<file path="config.mk">
export PLATFORM = sky130hd
export DESIGN_NAME = muldiv_unit
export DESIGN_NICKNAME = d
export VERILOG_FILES = /design/src/rtl/muldiv_pkg.sv /design/src/rtl/muldiv_step.sv /design/src/rtl/muldiv_unit.sv
export SDC_FILE = /design/constraint.sdc
export NUM_CORES = 1
export LEC_CHECK = 0
export ABC_AREA = 1
export ABC_CLOCK_PERIOD_IN_PS = 2750
export CAP_MARGIN = 10
export CORE_MARGIN = 10
export CORE_UTILIZATION = 40
export DETAILED_ROUTE_END_ITERATION = 7
export SLEW_MARGIN = 25
export SYNTH_ARGS = -nofsm -noshare
export SYNTH_HDL_FRONTEND = slang
export SYNTH_SLANG_ARGS = --single-unit
</file>
<file path="constraint.sdc">
create_clock -name clk -period 2.75 [get_ports clk]
set_input_delay 0.275 -clock clk [delete_from_list [all_inputs] [get_ports clk]]
set_output_delay 0.275 -clock clk [all_outputs]
set_load 0.01 [all_outputs]
</file>
<file path="src/rtl/muldiv_pkg.sv">
// Shared encodings for the iterative multiply/divide unit: op codes, FSM states, default width.
package muldiv_pkg;

    localparam int unsigned DEFAULT_WIDTH = 32;

    typedef enum logic [2:0] {
        OP_MULT  = 3'd0,
        OP_MULTU = 3'd1,
        OP_DIV   = 3'd2,
        OP_DIVU  = 3'd3,
        OP_MTHI  = 3'd4,
        OP_MTLO  = 3'd5
    } op_e;

    typedef enum logic [1:0] {
        ST_IDLE = 2'd0,
        ST_RUN  = 2'd1,
        ST_FIX  = 2'd2
    } state_e;

endpackage

</file>
<file path="src/rtl/muldiv_step.sv">
// One radix-2 iteration: shift-add multiply step or restoring divide step on {hi, lo} accumulators.
module muldiv_step
    import muldiv_pkg::*;
#(
    parameter int unsigned WIDTH = DEFAULT_WIDTH
) (
    input  logic             i_div,
    input  logic [WIDTH-1:0] i_hi,
    input  logic [WIDTH-1:0] i_lo,
    input  logic [WIDTH-1:0] i_opnd,
    output logic [WIDTH-1:0] o_hi,
    output logic [WIDTH-1:0] o_lo
);

    logic [WIDTH:0] w_sum;
    logic [WIDTH:0] w_shift;
    logic [WIDTH:0] w_diff;
    logic           w_ge;

    always_comb begin
        w_sum   = {1'b0, i_hi} + (i_lo[0] ? {1'b0, i_opnd} : '0);
        // Partial remainder stays below the divisor, so WIDTH+1 bits hold the signed trial result.
        w_shift = {i_hi, i_lo[WIDTH-1]};
        w_diff  = w_shift - {1'b0, i_opnd};
        w_ge    = ~w_diff[WIDTH];
        if (i_div) begin
            o_hi = w_ge ? w_diff[WIDTH-1:0] : w_shift[WIDTH-1:0];
            o_lo = {i_lo[WIDTH-2:0], w_ge};
        end else begin
            o_hi = w_sum[WIDTH:1];
            o_lo = {w_sum[0], i_lo[WIDTH-1:1]};
        end
    end

endmodule

</file>
<file path="src/rtl/muldiv_unit.sv">
// Iterative MULT/MULTU/DIV/DIVU with HI/LO registers and MTHI/MTLO.
// Define MULDIV_ABORT_EN to add the 'abort' flush input.
module muldiv_unit
    import muldiv_pkg::*;
#(
    parameter int unsigned WIDTH = DEFAULT_WIDTH,
    parameter int unsigned CNT_W = 6
) (
    input  logic             clk,
    input  logic             reset,
    input  logic             start,
    input  logic [2:0]       op,
    input  logic [WIDTH-1:0] A,
    input  logic [WIDTH-1:0] B,
`ifdef MULDIV_ABORT_EN
    input  logic             abort,
`endif
    output logic             busy,
    output logic             done,
    output logic [WIDTH-1:0] hi,
    output logic [WIDTH-1:0] lo
);

    state_e             r_state;
    state_e             w_state_next;
    logic [CNT_W-1:0]   r_cnt;
    logic [WIDTH-1:0]   r_acc_hi, r_acc_lo, r_opnd, r_a_raw, r_hi, r_lo;
    logic               r_is_div, r_neg_res, r_neg_rem, r_div_zero, r_done;

    logic               w_abort, w_op_md, w_signed, w_a_neg, w_b_neg, w_last;
    logic [WIDTH-1:0]   w_a_mag, w_b_mag, w_step_hi, w_step_lo, w_fix_hi, w_fix_lo;
    logic [2*WIDTH-1:0] w_prod;

`ifdef MULDIV_ABORT_EN
    assign w_abort = abort;
`else
    assign w_abort = 1'b0;
`endif

    assign w_op_md  = ~op[2];
    assign w_signed = (op == OP_MULT) || (op == OP_DIV);
    assign w_a_neg  = w_signed & A[WIDTH-1];
    assign w_b_neg  = w_signed & B[WIDTH-1];
    assign w_a_mag  = w_a_neg ? -A : A;
    assign w_b_mag  = w_b_neg ? -B : B;
    assign w_last   = (r_cnt == CNT_W'(WIDTH - 1));

    muldiv_step #(
        .WIDTH (WIDTH)
    ) u_step (
        .i_div  (r_is_div),
        .i_hi   (r_acc_hi),
        .i_lo   (r_acc_lo),
        .i_opnd (r_opnd),
        .o_hi   (w_step_hi),
        .o_lo   (w_step_lo)
    );

    always_comb begin
        w_prod   = {r_acc_hi, r_acc_lo};
        w_fix_hi = '0;
        w_fix_lo = '0;
        if (!r_is_div) begin
            if (r_neg_res) w_prod = -w_prod;
            {w_fix_hi, w_fix_lo} = w_prod;
        end else if (r_div_zero) begin
            // Divide by zero reports the raw dividend, not its magnitude.
            w_fix_hi = r_a_raw;
            w_fix_lo = '1;
        end else begin
            w_fix_hi = r_neg_rem ? -r_acc_hi : r_acc_hi;
            w_fix_lo = r_neg_res ? -r_acc_lo : r_acc_lo;
        end
    end

    always_ff @(posedge clk) begin
        if (reset) r_state <= ST_IDLE;
        else       r_state <= w_state_next;
    end

    always_comb begin
        w_state_next = r_state;
        unique case (r_state)
            ST_IDLE: if (start && !w_abort && w_op_md) w_state_next = ST_RUN;
            ST_RUN: begin
                if (w_abort)     w_state_next = ST_IDLE;
                else if (w_last) w_state_next = ST_FIX;
            end
            ST_FIX:  w_state_next = ST_IDLE;
            default: w_state_next = ST_IDLE;
        endcase
    end

    always_ff @(posedge clk) begin
        if (reset) begin
            r_cnt      <= '0;
            r_acc_hi   <= '0;
            r_acc_lo   <= '0;
            r_opnd     <= '0;
            r_a_raw    <= '0;
            r_hi       <= '0;
            r_lo       <= '0;
            r_is_div   <= 1'b0;
            r_neg_res  <= 1'b0;
            r_neg_rem  <= 1'b0;
            r_div_zero <= 1'b0;
            r_done     <= 1'b0;
        end else begin
            r_done <= 1'b0;
            unique case (r_state)
                ST_IDLE: begin
                    if (start && !w_abort) begin
                        if (w_op_md) begin
                            r_cnt      <= '0;
                            r_acc_hi   <= '0;
                            r_acc_lo   <= op[1] ? w_a_mag : w_b_mag;
                            r_opnd     <= op[1] ? w_b_mag : w_a_mag;
                            r_a_raw    <= A;
                            r_is_div   <= op[1];
                            r_neg_res  <= w_a_neg ^ w_b_neg;
                            r_neg_rem  <= w_a_neg;
                            r_div_zero <= (B == '0);
                        end else if (op == OP_MTHI) begin
                            r_hi <= A;
                        end else if (op == OP_MTLO) begin
                            r_lo <= A;
                        end
                    end
                end
                ST_RUN: begin
                    if (!w_abort) begin
                        r_acc_hi <= w_step_hi;
                        r_acc_lo <= w_step_lo;
                        r_cnt    <= r_cnt + 1'b1;
                    end
                end
                ST_FIX: begin
                    if (!w_abort) begin
                        r_hi   <= w_fix_hi;
                        r_lo   <= w_fix_lo;
                        r_done <= 1'b1;
                    end
                end
                default: ;
            endcase
        end
    end

    assign busy = (r_state != ST_IDLE);
    assign done = r_done;
    assign hi   = r_hi;
    assign lo   = r_lo;

endmodule

</file>
; ---- After elaboration in Yosys (flattened, before gate mapping)
; Cells that the tools add are included.
[classes]
addsub = 8
eq_ne = 14
muxes = 37
n_bitwise = 5
reduce_logical = 13
[op_table]
columns = operator, count
row1 = $mux 32, 25
row2 = $pmux 32 s2, 4
row3 = $neg 32->32, 4
row4 = $mux 64, 1
row5 = $neg 64->64, 1
row6 = $add 32x33->33, 1
row7 = $sub 33x32->33, 1
row8 = $logic_not 32->1, 1
row9 = $ne 2x2->1 const B, 8
row10 = $mux 6, 2
row11 = $pmux 6 s2, 1
row12 = $add 6x1->6 const B, 1
row13 = $eq 3x3->1 const B, 2
row14 = $eq 6x5->1 const B, 1
row15 = $reduce_and 3->1, 2
row16 = $reduce_bool 2->1, 3
row17 = $reduce_and 5->1, 1
row18 = $mux 2, 2
row19 = $pmux 2 s2, 1
row20 = $reduce_and 4->1, 1
row21 = $eq 3x2->1 const B, 1
row22 = $logic_not 3->1, 1
row23 = $and 1x1->1, 2
row24 = $eq 2x1->1 const B, 1
row25 = other kinds (8), 9
[word_totals]
ff_bits = 205
inputBits = 70
output_inout_bits = 66
elab_cells = 90

; ---- Longest topological paths before layout
[depth]
word_depth = 8
depth_mapped = 20
mapped_depth_nobuf = 18

; ---- Cells and area by module
; A second synthesis with hierarchy kept.
[hier_totals]
hier_cells = 3668
area_unflattened_um2 = 20696.1
[modules_own_cells]
columns = mod, n_inst, cells_each, area_each_um2, seq_area_each_um2
row1 = muldiv_unit, 1, 2357, 14238.7, 4103.9
row2 = muldiv_step, 1, 1311, 6457.4, 0.0

; ---- Worst setup path after synthesis
; Ideal clock, no wire load.
[synth_timing]
path_kind = reg-to-reg
from = register r_acc_lo[0]
to = register r_acc_hi[27]
setup_ns = 0.120
arrival_ns = 2.373
required_ns = 2.630
setup_slack_ns = 0.258
stages_incl_launch_ff = 18
n_path_buf = 2
period_less_slack_ns = 2.492
cell_sequence = dfxtp_1 -> buf_2 -> buf_1 -> nand2_1 -> inv_1 -> ha_1 -> inv_1 -> fa_1 -> o21ai_0 -> nand3_1 -> nand3b_1 -> nand2_1 -> nand3_1 -> nand2_1 -> nor2_1 -> nor2_1 -> nand2_1 -> a21oi_1
[synth_via]
elab_chain_cells = 4
[synth_lines]
columns = item, line_no
row1 = from (decl), muldiv_unit.sv:27  ; logic [WIDTH-1:0] r_acc_hi, r_acc_lo, r_opnd, r_a_raw, r_hi, r_lo;
row2 = from (signal assigned), muldiv_unit.sv:116  ; r_acc_lo <= op[1] ? w_a_mag : w_b_mag;
row3 = from (signal assigned), muldiv_unit.sv:133  ; r_acc_lo <= w_step_lo;
row4 = $mux 32, muldiv_step.sv:21  ; w_sum = {1'b0, i_hi} + (i_lo[0] ? {1'b0, i_opnd} : '0);
row5 = $add 32x33->33, muldiv_step.sv:21
row6 = $mux 32, muldiv_step.sv:26  ; if (i_div) begin
row7 = $pmux 32 s2, muldiv_unit.sv:110  ; unique case (r_state)
row8 = to (signal assigned), muldiv_unit.sv:132  ; r_acc_hi <= w_step_hi;
row9 = to (decl), muldiv_unit.sv:27
; No other way between the ends.
; A chain may end at the register's enable or synchronous reset.

; ---- Worst setup path after layout
[layout_timing]
from = register r_opnd[27]
to = register r_acc_hi[11]
[layout_via]
elab_chain_cells = 4
[layout_lines]
columns = item, line_no
row1 = from (decl), muldiv_unit.sv:27
row2 = from (signal assigned), muldiv_unit.sv:117  ; r_opnd <= op[1] ? w_b_mag : w_a_mag;
row3 = $sub 33x32->33, muldiv_step.sv:24  ; w_diff = w_shift - {1'b0, i_opnd};
row4 = $mux 32, muldiv_step.sv:27  ; o_hi = w_ge ? w_diff[WIDTH-1:0] : w_shift[WIDTH-1:0];
row5 = $mux 32, muldiv_step.sv:26
row6 = $pmux 32 s2, muldiv_unit.sv:110
; No other way between the ends.

==> flow_summary.ini <==
[worst_setup_path]
reg2reg_depth = 16
rrSetupSlack_ns = 0.10
critPathRequiredTime_ns = 3.26
crit_path_end = r_acc_hi[11]
worstReg2RegStart = r_opnd[27]
critPathKind = register to register
cp-startpoint = r_opnd[27]
crit_fanout = 12
arrival_ns = 3.15
timing.rr.end = r_acc_hi[11]
startpoint_type = register
endpoint_kind = register

[global_routing]
grt-ovfl-total = 0
antenna_found_initial = 3
grt_first_pass_wirelength_um = 146000
first_global_vias = 22600
track_usage_pct = 32.0
grt_max_degree = 122

[cells_and_area]
area_growth_syn_to_layout_pct = 20.2
final_nets = 3944
final_cell_mix = nand2_1 (1061), inv_1 (466), nor2_1 (393)
n_antenna_cell = 0
drive_above_1_share_pct = 9.11
fillers = 5413
layout_commonest_cell = nand2_1
seq_area_mm2 = 0.00412
multi_input_area_mm2 = 0.0135

[floorplan]
core_mm2 = 0.0492
start_util_pct = 40.7
die_y_um = 244
fp.dieW_um = 244
ios = 136
die-area_mm2 = 0.0593
fp-row-count = 81

[synthesis]
syn_area_mm2 = 0.0200
syn_nets = 3754
post_synth.cell_area_avg_um2 = 5.53
synth_edf_count = 0
ys_ff_latch = 205
ys_types = 54
synth_cells = 3613
synthArstFlopShare_pct = 0
synth_flop_cell = dfxtp_1
ys_seq_area_share_pct = 20.5
ys.warnings.count = 0

[timing]
maxClockFrequency_mhz = 378
setup_viol = 0
relSlewSlack_pct = 48.6
timing.hold.ws_ns = 0.312
rsz0062_at_grt = yes
fin_setup_tns_ns = 0
slew_viol_final = 0
finalHoldViolCount = 0
layout_setup_ws_ns = 0.104
skew_ns = 0.0324
fin_crit_sh_pct = 96.2
final.min_clock_period_ns = 2.65
tightest_slew_ns = 0.771

[drt]
firstDrtPassIters = 8
routed-via-count = 25000
wl_met3_um = 11400
routedWlPerCell_um = 22.2
route.met2.wl_um = 41600
highest_layer = met5
viasPerCell = 5.58
routed_wl_um = 99600
post-route-drc-count = 0
drt_iter0_markers = 3242
m1WireLength_um = 42100
ant_nets = 0

[clock_tree]
cts_max_level = 1
clk_pin_slew_ns = 0.07
clk_path_buf_depth = 3
cts_root_buffer = clkbuf_16
cts_sinks = 205
insertion_delay_ns = 0.59
cts_tree = yes
cts_buffers = 27

[min_path]
hold_depth = 3
hold_class = input pin to register

[power]
ir_worst_vdd_v = 0.000468
leakage_nw = 11.8
power.density_mw_per_mm2 = 485

[placement]
gp_congestion = 1.07
portBuffers = 135
dpl_worst_slack_ns = 0.0339
hpwl_um = 80000

[outcome]
outcome = complete, no violations

[job]
cap_violations = 0
==> flip-flops by register name (all words and copies together), names as in the netlist <==
| signal | cells |
|---|---|
| r_neg_rem | 1 |
| r_opnd | 32 |
| r_acc_hi | 32 |
| done | 1 |
| r_cnt | 6 |
| hi | 32 |
| r_a_raw | 32 |
| r_acc_lo | 32 |
| lo | 32 |
| r_state | 2 |
| r_neg_res | 1 |
| r_div_zero | 1 |
| r_is_div | 1 |
==> cell families (layout without fill, tap and decap cells) <==
| family | count (synthesis) | count (layout) | synth area share [%] |
|---|---|---|---|
| XOR/XNOR | 63 | 63 | 2.76 |
| buffers and inverters | 643 | 851 | 12.5 |
| AND/OR/NAND/NOR | 1895 | 1895 | 39.5 |
| adder cells (fa/ha/maj) | 71 | 71 | 4.52 |
| flip-flops | 205 | 205 | 20.5 |
| AO/OA/AOI/OAI | 736 | 736 | 20.2 |
==> worst max-delay path, stage by stage (launching register included) <==
cell and delay (ns):
dfxtp_1 0.46, inv_1 0.13, ha_1 0.40, nand2_1 0.15, inv_1 0.05, nand2_1 0.08, nand2_1 0.05, nand2_1 0.06
nand2_1 0.09, a21oi_4 0.19, nand2_4 0.08, nand2_2 0.09, buf_4 0.19, nand3_1 0.19, nand3_1 0.14, nand3_1 0.07
a21oi_1 0.16
==> per-layer routing <==
layer / vias to the layer above / track usage [%]
met4: 4 / 12.9
met1: 11400 / 45.1
met2: 1339 / 47.1
li1: 12100 / -
met3: 212 / 5.71
met5: - / 0
==> synthesized netlist by cell type (3+ instances only) <==
cell      count  share of area (%)
a31oi_1      50                1.6
nand4_1      32                1.0
o211ai_1     34                1.3
buf_4         4               0.15
nor4_1        6               0.19
buf_2        32               0.80
nand2_2      12               0.38
o22ai_1       7               0.22
o21ai_1      20               0.50
xnor2_1      10               0.44
nand3_1     274                6.9
a21oi_2       3               0.13
and2_1        6               0.19
inv_2        11               0.21
a21boi_0      6               0.23
o31ai_1       5               0.19
clkinv_1      5              0.094
a21oi_1     264                6.6
o21a_1        4               0.15
a21o_1        6               0.23
xor2_1       53                2.3
nor2_2        9               0.28
o21bai_1      9               0.34
ha_1         69                4.3
clkbuf_1    102                1.9
a22oi_1       6               0.23
nor2_1      407                7.6
o221ai_1      9               0.39
buf_1        15               0.28
or2_2        10               0.31
dfxtp_1     205                 21
buf_6         5               0.28
nor3_1       37               0.93
nand3b_1     18               0.68
nor2_4        7               0.39
nand3_2       9               0.45
o21ai_0     300                7.5
nand2_1    1062                 20
inv_1       469                8.8
==> area by class of cell <==
| class | count | area share [%] |
|---|---|---|
| clock inverters | 12 | 0.547 |
| flip-flops and latches | 205 | 17.2 |
| inverters | 485 | 7.58 |
| clock buffers | 35 | 3.19 |
| well taps | 664 | 3.46 |
| repair buffers | 319 | 11.9 |
| multi-input cells | 2765 | 56.1 |
==> per-stage QoR <==
step           total power (W)  std cells  utilization (%)  cell area, um2
3_3_place_gp           0.00782       4437             46.8           23000
4_1_cts                 0.0115       4484             48.7           23900
6_report                0.0116       4485             48.9           24000
3_5_place_dp           0.00781       4437             46.8           23000
2_1_floorplan          0.00601       3613                -           20000
5_1_grt                 0.0122       4485             48.9           24000
==> worst min-delay path by stage <==
| stage | from | to | slack (ns) |
|---|---|---|---|
| 2_1_floorplan | reset | r_state[1] | 0.36 |
| 3_3_place_gp | r_cnt[5] | r_cnt[5] | 0.46 |
| 3_5_place_dp | r_cnt[5] | r_cnt[5] | 0.47 |
| 4_1_cts | reset | lo[28] | 0.29 |
| 5_1_grt | reset | lo[28] | 0.33 |
| 6_report | reset | r_opnd[20] | 0.31 |
==> where the power goes <==
| group | internal, W | switching (W) |
|---|---|---|
| Combinational | 0.00146 | 0.00305 |
| Sequential | 0.00320 | 0.000234 |
| Clock | 0.00214 | 0.00156 |
| Total | 0.00681 | 0.00484 |
==> what timing repair did <==
action                                  4_1_cts  5_1_grt
endpoints found under the setup margin        0       40
gates resized for setup                       0       49
setup buffers                                 0        1
hold buffers                                  0        0
Power figures use the tool's default switching activity.
